## src/rtl/swizzle_pkg.sv

```systemverilog
`default_nettype none
// ============================================================================
// Module   : swizzle_pkg
// Purpose  : Shared mode and FIFO-state encodings for the swizzle pipeline.
// Revision : 1.0 - initial release
// ============================================================================
package swizzle_pkg;

  localparam logic [1:0] MODE_PASS    = 2'd0;
  localparam logic [1:0] MODE_NIBBLE  = 2'd1;
  localparam logic [1:0] MODE_BYTEREV = 2'd2;
  localparam logic [1:0] MODE_BITREV  = 2'd3;

  typedef enum logic [1:0] {
    EMPTY = 2'd0,
    ONE   = 2'd1,
    FULL  = 2'd2
  } fifo_state_e;

endpackage : swizzle_pkg
`default_nettype wire

```

## src/rtl/swizzle_core.sv

```systemverilog
`default_nettype none
// ============================================================================
// Module   : swizzle_core
// Purpose  : Combinational mode mux: pass, nibble swap, byte reverse, bit reverse.
// Revision : 1.0 - initial release
// ============================================================================
module swizzle_core
  import swizzle_pkg::*;
#(
  parameter int DATA_W = 128
) (
  input  logic [DATA_W-1:0] in_data,
  input  logic [1:0]        mode,
  output logic [DATA_W-1:0] out_data
);

  localparam int c_num_bytes = DATA_W / 8;

  logic [DATA_W-1:0] w_nibble;
  logic [DATA_W-1:0] w_byterev;
  logic [DATA_W-1:0] w_bitrev;

  for (genvar i = 0; i < c_num_bytes; i++) begin : g_byte
    assign w_nibble[8*i +: 8]  = {in_data[8*i +: 4], in_data[8*i+4 +: 4]};
    assign w_byterev[8*i +: 8] = in_data[8*(c_num_bytes-1-i) +: 8];
  end

  for (genvar i = 0; i < DATA_W; i++) begin : g_bit
    assign w_bitrev[i] = in_data[DATA_W-1-i];
  end

  always_comb begin
    out_data = in_data;
    unique case (mode)
      MODE_PASS:    out_data = in_data;
      MODE_NIBBLE:  out_data = w_nibble;
      MODE_BYTEREV: out_data = w_byterev;
      MODE_BITREV:  out_data = w_bitrev;
    endcase
  end

endmodule : swizzle_core
`default_nettype wire

```

## src/rtl/swizzle_pipe.sv

```systemverilog
`default_nettype none
// ============================================================================
// Module   : swizzle_pipe
// Purpose  : Swizzle stage feeding a 2-entry skid FIFO with handshake counter.
//            Optional per-byte even parity output under SWIZZLE_PARITY_EN.
// Revision : 1.0 - initial release
// ============================================================================
module swizzle_pipe
  import swizzle_pkg::*;
#(
  parameter int DATA_W = 128,
  parameter int CNT_W  = 16
) (
  input  logic                clock,
  input  logic                reset,
  input  logic                in_valid,
  output logic                in_ready,
  input  logic [DATA_W-1:0]   in_data,
  input  logic [1:0]          in_mode,
  output logic                out_valid,
  input  logic                out_ready,
  output logic [DATA_W-1:0]   out_data,
`ifdef SWIZZLE_PARITY_EN
  output logic [DATA_W/8-1:0] out_par,
`endif
  output logic [CNT_W-1:0]    xfer_cnt
);

  localparam int c_num_bytes = DATA_W / 8;

  fifo_state_e       r_state;
  fifo_state_e       w_state_nxt;
  logic              r_in_ready;
  logic              r_out_valid;
  logic [CNT_W-1:0]  r_xfer_cnt;
  logic [DATA_W-1:0] w_sw_data;
  logic [DATA_W-1:0] r_head;
  logic [DATA_W-1:0] r_skid;
  logic              w_in_xfer;
  logic              w_out_xfer;
  logic              w_load_head;
  logic              w_load_skid;
  logic              w_head_from_skid;

  swizzle_core #(
    .DATA_W (DATA_W)
  ) u_core (
    .in_data  (in_data),
    .mode     (in_mode),
    .out_data (w_sw_data)
  );

  assign w_in_xfer  = in_valid & r_in_ready;
  assign w_out_xfer = r_out_valid & out_ready;

  // r_head always presents the oldest word; r_skid catches the second one.
  always_comb begin
    w_state_nxt      = r_state;
    w_load_head      = 1'b0;
    w_load_skid      = 1'b0;
    w_head_from_skid = 1'b0;
    unique case (r_state)
      EMPTY: begin
        if (w_in_xfer) begin
          w_state_nxt = ONE;
          w_load_head = 1'b1;
        end
      end
      ONE: begin
        if (w_in_xfer && w_out_xfer) begin
          w_load_head = 1'b1;
        end else if (w_in_xfer) begin
          w_state_nxt = FULL;
          w_load_skid = 1'b1;
        end else if (w_out_xfer) begin
          w_state_nxt = EMPTY;
        end
      end
      FULL: begin
        if (w_out_xfer) begin
          w_state_nxt      = ONE;
          w_head_from_skid = 1'b1;
        end
      end
      default: w_state_nxt = EMPTY;
    endcase
  end

  // Ready/valid flags are registered from the next state so neither output
  // has a combinational path from the opposite handshake.
  always_ff @(posedge clock) begin
    if (reset) begin
      r_state     <= EMPTY;
      r_in_ready  <= 1'b1;
      r_out_valid <= 1'b0;
      r_xfer_cnt  <= '0;
    end else begin
      r_state     <= w_state_nxt;
      r_in_ready  <= (w_state_nxt != FULL);
      r_out_valid <= (w_state_nxt != EMPTY);
      if (w_out_xfer) begin
        r_xfer_cnt <= r_xfer_cnt + 1'b1;
      end
    end
  end

  always_ff @(posedge clock) begin
    if (reset) begin
      r_head <= '0;
      r_skid <= '0;
    end else begin
      if (w_load_head) begin
        r_head <= w_sw_data;
      end else if (w_head_from_skid) begin
        r_head <= r_skid;
      end
      if (w_load_skid) begin
        r_skid <= w_sw_data;
      end
    end
  end

`ifdef SWIZZLE_PARITY_EN
  logic [c_num_bytes-1:0] w_sw_par;
  logic [c_num_bytes-1:0] r_head_par;
  logic [c_num_bytes-1:0] r_skid_par;

  for (genvar j = 0; j < c_num_bytes; j++) begin : g_par
    assign w_sw_par[j] = ^w_sw_data[8*j +: 8];
  end

  // Parity rides with its word through the same head/skid moves.
  always_ff @(posedge clock) begin
    if (reset) begin
      r_head_par <= '0;
      r_skid_par <= '0;
    end else begin
      if (w_load_head) begin
        r_head_par <= w_sw_par;
      end else if (w_head_from_skid) begin
        r_head_par <= r_skid_par;
      end
      if (w_load_skid) begin
        r_skid_par <= w_sw_par;
      end
    end
  end

  assign out_par = r_head_par;
`endif

  assign in_ready  = r_in_ready;
  assign out_valid = r_out_valid;
  assign out_data  = r_head;
  assign xfer_cnt  = r_xfer_cnt;

endmodule : swizzle_pipe
`default_nettype wire

```

## config.mk

```make
export PLATFORM = sky130hd
export DESIGN_NAME = swizzle_pipe
export DESIGN_NICKNAME = d
export VERILOG_FILES = /design/src/rtl/swizzle_pkg.sv /design/src/rtl/swizzle_core.sv /design/src/rtl/swizzle_pipe.sv
export SDC_FILE = /design/constraint.sdc
export NUM_CORES = 1
export LEC_CHECK = 0
export ABC_AREA = 1
export BUFFER_PORTS_ARGS = -buffer_cell sky130_fd_sc_hd__clkbuf_2
export CAP_MARGIN = 20
export CORE_AREA = 5 5 182 184
export DETAILED_ROUTE_END_ITERATION = 8
export DIE_AREA = 0 0 187 189
export GPL_TIMING_DRIVEN = 0
export PLACE_DENSITY = 0.69
export SKIP_LAST_GASP = 1
export SYNTH_ARGS = -nofsm -noshare
export SYNTH_HDL_FRONTEND = slang
export SYNTH_SLANG_ARGS = --single-unit
```

## constraint.sdc

```tcl
create_clock -name clock -period 1.3 [get_ports clock]
set_input_delay 0.195 -clock clock [delete_from_list [all_inputs] [get_ports clock]]
set_output_delay 0.195 -clock clock [all_outputs]
set_load 0.01 [all_outputs]
```

==> run summary, run 1 <==
Status: finished with violations
Failing checks: setup timing
Setup Viol. Count Final: 300
Worst-path clk slew: 60 ps
Clock Sink Count: 276
Total I/O pin count: 280
Transition time at the pin with the least slew margin: 1200 ps
GRT Residual Overflow: 0
Worst path bufs/invs: 4
Setup WS pre-CTS: -1180 ps
Largest net degree at the start of global routing: 15
Post-Synthesis Cells: 2192
CP top delay family: buffers and inverters
Slowest stage cell, crit path: dfxtp_2
Register Area: 0.00554 mm²
Share of cells above drive strength 1: 30.2%
R2R setup slack: -330 ps
Hold Vio Cnt, Final: 0
Layout area overhead: 44.3%
Slowest stage delay, CP: 340 ps
WL final: 79000 µm
Initial antenna violation count: 2
Die ar.: 0.0353 mm²
WHS Endpoint: r_skid[65]
Die X: 187 µm
Detail Route Antenna Nets: 0
Core ar.: 0.0312 mm²
# fillers: 2790
Register area share after synthesis: 38.8%
Pwr/cell area: 1540 mW/mm²
Crit. path cell count: 10
Max clock buf depth: 3
Mapped Nets: 2327
Met2 WL: 33800 µm
Leak: 9.42 nW
Worst VDD drop: 1.29 mV
Clock Latency Late Sink: 580 ps
Top layer in use: met5
PnR worst setup slack: -325 ps
First-pass GRT wire length: 107000 µm
WS Path Type: reg2reg
Vias in the first global route: 16.7k
Critical Path Sink Type: register
Inserted Clock Buffers: 30
1st-iter DRT viols: 2568
WP data required: 1820 ps
Yosys warning count: 0
CP cell instances: nand2_4, nand2_4, nor3_4, buf_12, buf_12, clkbuf_16, nor2_1, nor2_1, o21ai_2, inv_1
CP max FO: 7
Reg2reg path depth: 10
TritonCTS clock tree: yes
Vias: 18.7k
EDFF count, synth: 0
Fin crit period: 1630 ps
Antenna cells: 0
Routed len/inst: 26.4 µm
Commonest non-fill, non-tap cells in the layout: 503 x nand2_1, 295 x clkbuf_2, 269 x dfxtp_1
IO Port Bufs: 278
HP Start: in_data[65]
Period utilization: 125%
Ys async rst share: 0%
FMAX: 615 MHz
Worst hold path class: in2reg
Die height: 189 µm
Fin nets: 2705
First-pass iteration count of the detailed router: 6
Detailed placer's ending HPWL: 51900 µm
Setup TNS: -59020 ps
Worst clock skew: 13.3 ps
Vias per cell: 6.24
Max Cap Viol: 0
Top_reg_cell synth: dfxtp_1
Slew HR: 20.2%
Synth Area per Inst: 6.49 µm²
Root Buffer: clkbuf_16
Met3 wire len: 10700 µm
Initial Util: 45.6%
Worst hold stages: 3
Multi-input combinational cell area: 0.00841 mm²
CP Launch Type: register
Post-synthesis cell type count: 34
Clock H-tree levels: 1
Commonest non-fill, non-tap cell in the layout: nand2_1
Placer's final routability congestion estimate: 1.01
CP arrival: 2140 ps
RSZ-0062 raised after global routing: true
GRT Util Overall: 39.4%
Post-route DRC: 0
R2R Path Start: out_valid
RR Endpoint: r_skid[53]
Met1 Routed Length: 27900 µm
Post-synthesis cell area: 0.0142 mm²
Max-slew violations: 0
Seq cells post-synth: 276
# rows: 65
worst register-to-register path: cells and delay by family (launching register included):
family	cells	cell delay (ps)
DFF	1	340
AOI/OAI and AO/OA	1	90
buffers and inverters	4	590
and+or+nand+nor	5	540
area by class of cell:
class / instances / share of cell area, %
buffer: 168 / 8.58
clock buffer: 41 / 4.35
clock inverter: 13 / 0.579
inverter: 189 / 3.67
multi-input combinational: 1557 / 40.9
sequential: 276 / 27.0
tap: 402 / 2.45
timing repair buffer: 347 / 12.4
timing repair inverter: 1 / 0.0792
cell usage after synthesis (all sizes together), types with 37 or more instances:
master	instances	area share (%)
o211ai	57	3.0
nand4	37	1.6
nand2	537	14
o2111ai	52	3.2
nor2	227	6.0
clkbuf	95	2.5
inv	188	5.0
a21oi	184	6.5
o21ai	389	14
nand3	38	1.4
buf	75	2.5
dfxtp	276	39
registers in the layout, indices dropped and copies added (netlist names):
register and flops:
out_valid 1, in_ready 1, r_skid 128, r_state 2, xfer_cnt 16, out_data 128
timing repair:
| action | in CTS | in global routing |
|---|---|---|
| hold buffers | 3 | 0 |
| pin swaps | 17 | 46 |
| resized for setup | 355 | 430 |
| gates cloned | 12 | 26 |
| setup buffers | 13 | 18 |
| hold endpoints to repair | 4 | 0 |
| endpoints found under the setup margin | 297 | 321 |
worst max-delay path by stage:
stage | startpoint | endpoint
after global placement | reset | r_skid[120]
final | out_valid | r_skid[53]
after CTS | out_valid | r_skid[90]
after detailed placement | reset | r_skid[71]
after global routing | out_valid | r_skid[98]
after floorplan | out_valid | r_skid[100]
through the flow:
step           cell area [µm²]  utilization (%)  power, mW  hold WS (ps)  std cells
6_report                 20500             65.8       31.6          12.7       2994
5_1_grt                  20500             65.8       32.6          31.7       2994
4_1_cts                  18700             59.8       28.9          3.11       2953
3_5_place_dp             16300             52.4       18.4           459       2872
3_3_place_gp             16300             52.4       18.3           449       2872
2_1_floorplan            14500                -       15.0           382       2192
where the power goes:
group          total [mW]  internal (mW)  leakage (nW)  switching [mW]
logic                12.0           4.95          6.64            7.05
registers            10.7           9.80          2.27           0.935
clock network        8.89           5.16         0.513            3.72
cell families after synthesis:
family | Yosys count | share of synthesized area (%)
AND/OR/NAND/NOR | 862 | 24.1
AO/OA/AOI/OAI | 691 | 26.8
buffers and inverters | 359 | 10.0
flip-flops | 276 | 38.8
XOR/XNOR | 3 | 0.185
adder cells (fa/ha/maj) | 1 | 0.0879
layer usage:
| layer | GRT usage [%] | vias to the layer above |
|---|---|---|
| met5 | 0 | - |
| met4 | 22.6 | 4 |
| met3 | 9.81 | 404 |
| met2 | 61.9 | 1540 |
| met1 | 49.6 | 8657 |
| li1 | - | 8084 |
(Power assumes the default switching activity.)
==> run 2, diff against run 1 <==
--- a/config.mk
+++ b/config.mk
@@ -8,11 +8,11 @@
 export ABC_AREA = 1
 export BUFFER_PORTS_ARGS = -buffer_cell sky130_fd_sc_hd__clkbuf_2
 export CAP_MARGIN = 20
-export CORE_AREA = 5 5 182 184
+export CORE_AREA = 5 5 245 247
 export DETAILED_ROUTE_END_ITERATION = 8
-export DIE_AREA = 0 0 187 189
+export DIE_AREA = 0 0 250 252
 export GPL_TIMING_DRIVEN = 0
-export PLACE_DENSITY = 0.69
+export PLACE_DENSITY = 0.42
 export SKIP_LAST_GASP = 1
 export SYNTH_ARGS = -nofsm -noshare
 export SYNTH_HDL_FRONTEND = slang
==> run 2 against run 1 <==
Effect of this change: the run still ends with setup timing left; setup slack got worse by 18 ps; highest routed layer is now met4; critical path depth decreased by 1; via count decreased by 4.3%; final cell count increased by 13%; largest power group unchanged; core utilization decreased by 28 points; die area increased by 78%; register-to-register slack got worse by 20 ps; design area increased by 4.2%.
==> run summary, run 2 (synthesis gave the netlist of run 1 again) <==
Gate power share: 35.0% (was 38.0%)
Critical Path Sink Type: register (unchanged)
Worst-path clk slew: 60 ps (about the same)
RSZ-0062 raised after global routing: true (unchanged)
Clock H-tree levels: 2 (was 1)
Largest net degree at the start of global routing: 15 (unchanged)
Layout area overhead: 50.4% (was 44.3%)
GRT Residual Overflow: 0 (unchanged)
Worst clock skew: 29.2 ps (was 13.3 ps)
Inserted Clock Buffers: 38 (was 30)
# rows: 88 (was 65)
Setup Viol. Count Final: 294 (was 300)
Worst hold stages: 3 (unchanged)
HP Start: in_data[100] (was in_data[65])
Post-DP Area: 0.0168 mm² (was 0.0163 mm²)
Max clock buf depth: 3 (unchanged)
Worst VDD drop: 1.06 mV (was 1.29 mV)
Share of cells above drive strength 1: 29.7% (was 30.2%)
CP Launch Type: register (unchanged)
Fin crit period: 1640 ps (was 1630 ps)
Commonest non-fill, non-tap cell in the layout: nand2_1 (unchanged)
Setup WS pre-CTS: -1140 ps (was -1180 ps)
Slowest stage cell, crit path: dfxtp_2 (unchanged)
Failing checks: setup timing (unchanged)
IO Port Bufs: 278 (unchanged)
WHS Endpoint: r_skid[100] (was r_skid[65])
Core ar.: 0.0574 mm² (was 0.0312 mm²)
First-pass iteration count of the detailed router: 6 (unchanged)
CP arrival: 2090 ps (was 2140 ps)
Commonest non-fill, non-tap cells in the layout: 490 x nand2_1, 294 x clkbuf_2, 269 x dfxtp_1 (was 503 x nand2_1, 295 x clkbuf_2, 269 x dfxtp_1)
Status: finished with violations (unchanged)
Period utilization: 126% (was 125%)
FMAX: 609 MHz (was 615 MHz)
PnR worst setup slack: -343 ps (was -325 ps)
# fillers: 6046 (was 2790)
Transition time at the pin with the least slew margin: 1080 ps (was 1200 ps)
Detailed placer's ending HPWL: 62500 µm (was 51900 µm)
Vias: 17.9k (was 18.7k)
CP max FO: 7 (unchanged)
Vias per cell: 5.30 (was 6.24)
TritonCTS clock tree: yes (unchanged)
CP cell instances: nand2_4, nand2_4, nor3_4, buf_12, inv_8, clkbuf_16, clkbuf_16, o21ai_1, inv_1 (was nand2_4, nand2_4, nor3_4, buf_12, buf_12, clkbuf_16, nor2_1, nor2_1, o21ai_2, inv_1)
RR Endpoint: r_skid[22] (was r_skid[53])
Slowest stage delay, CP: 330 ps (was 340 ps)
Hold Vio Cnt, Final: 0 (unchanged)
Leak: 9.78 nW (was 9.42 nW)
WL final: 89500 µm (was 79000 µm)
First-pass GRT wire length: 122000 µm (was 107000 µm)
Clock Sink Count: 276 (unchanged)
Max Cap Viol: 0 (unchanged)
Fin area: 0.0214 mm² (was 0.0205 mm²)
1st-iter DRT viols: 1881 (was 2568)
Pwr/cell area: 1600 mW/mm² (was 1540 mW/mm²)
Die height: 252 µm (was 189 µm)
Part of the power in registers: 31.3% (was 34.0%)
Slew HR: 27.9% (was 20.2%)
Placer's final routability congestion estimate: 0.960 (was 1.01)
Initial Util: 24.8% (was 45.6%)
Reg2reg path depth: 9 (was 10)
Root Buffer: clkbuf_16 (unchanged)
Net switching power: 12.4 mW (was 11.7 mW)
Detail Route Antenna Nets: 0 (unchanged)
Clock Latency Late Sink: 570 ps (was 580 ps)
R2R setup slack: -340 ps (was -330 ps)
Vias in the first global route: 16.6k (was 16.7k)
Clock power frac: 33.7% (was 28.1%)
Routed len/inst: 26.5 µm (was 26.4 µm)
Die X: 250 µm (was 187 µm)
Fin nets: 2713 (was 2705)
Core Util, Final: 37.3% (was 65.8%)
Net Sw Frac: 36.2% (was 37.0%)
Total I/O pin count: 280 (unchanged)
Die ar.: 0.0630 mm² (was 0.0353 mm²)
R2R Path Start: out_valid (unchanged)
Post-route DRC: 0 (unchanged)
Max-slew violations: 0 (unchanged)
Internal: 21.9 mW (was 19.9 mW)
Worst hold path class: in2reg (unchanged)
WP data required: 1740 ps (was 1820 ps)
WS Path Type: reg2reg (unchanged)
Power consumption: 34.3 mW (was 31.6 mW)
GRT Util Overall: 26.1% (was 39.4%)
Initial antenna violation count: 2 (unchanged)
[run 2: cell count changes in the layout (fill, tap and decap cells not counted), moves of 5 or more]
| cell | change |
|---|---|
| o21ai_0 | +16 |
| clkbuf_16 | +17 |
| o21ai_2 | -31 |
| nand2_2 | -9 |
| buf_6 | -7 |
| nand2_4 | +22 |
| a21oi_2 | +7 |
| buf_8 | -5 |
| clkbuf_4 | +5 |
| o21ai_4 | -6 |
| nand2_1 | -13 |
| o21ai_1 | +21 |
[run 2: critical path, delay by kind of cell, from the launching register on]
kind	cells	cell delay, ps
DFF	1	330
buffers and inverters	5	640
AOI/OAI and AO/OA	1	140
and+or+nand+nor	3	400
[run 2: worst max-delay path by stage]
stage / start / slack [ps] / end / cells after the start
6_report: out_valid / -340 / r_skid[22] / 9
5_1_grt: out_valid / -410 / r_skid[22] / 9
4_1_cts: out_valid / -250 / out_data[60] / 9
3_5_place_dp: reset / -1140 / r_skid[109] / 6
3_3_place_gp: reset / -1160 / r_skid[109] / 6
2_1_floorplan: out_valid / -50 / r_skid[100] / 7
[run 2: stage by stage]
| step | std cells | setup TNS (ps) | hold WS (ps) |
|---|---|---|---|
| finish | 3373 | -67740 | 28.9 |
| global route | 3372 | -87620 | 22.5 |
| CTS | 3334 | -55770 | 3.12 |
| detailed placement | 3235 | -207170 | 458 |
| global placement | 3235 | -207870 | 451 |
| floorplan | 2192 | -5390 | 382 |
[run 2: what timing repair did]
action / 4_1_cts / 5_1_grt
setup buffers: 11 / 20
gates resized for setup: 365 / 392
endpoints found under the hold margin: 1 / 0
gates cloned: 18 / 20
hold buffers: 1 / 0
setup endpoints to repair: 322 / 347
pin swaps: 8 / 75
[run 2: cell type report]
class,instances,area (µm²),share of cell area [%]
flip-flops and latches,276,5540,25.9
repair buffers,347,2560,11.9
multi-input cells,1557,8320,38.9
diodes,1,2.50,0.0117
plain buffers,169,1920,8.96
clock buffers,51,1100,5.14
inverters,189,751,3.51
well taps,765,957,4.47
clock inverters,18,258,1.20
[run 2: layer usage]
layer | track usage, % | vias up | wire, µm
met4 | 11.7 | 0 | 5020
met5 | 0 | - | 0
met3 | 5.43 | 222 | 7850
li1 | - | 8122 | -
met2 | 41.2 | 988 | 39300
met1 | 34.6 | 8546 | 37400
[run 2: power groups by stage]
stage / registers [mW] / logic (mW) / clock network, mW
after floorplan: 10.9 / 4.10 / 0
after global placement: 10.8 / 8.04 / 0
after detailed placement: 10.8 / 8.06 / 0
after CTS: 10.7 / 9.80 / 11.7
after global routing: 10.9 / 12.7 / 12.1
final: 10.7 / 12.0 / 11.6
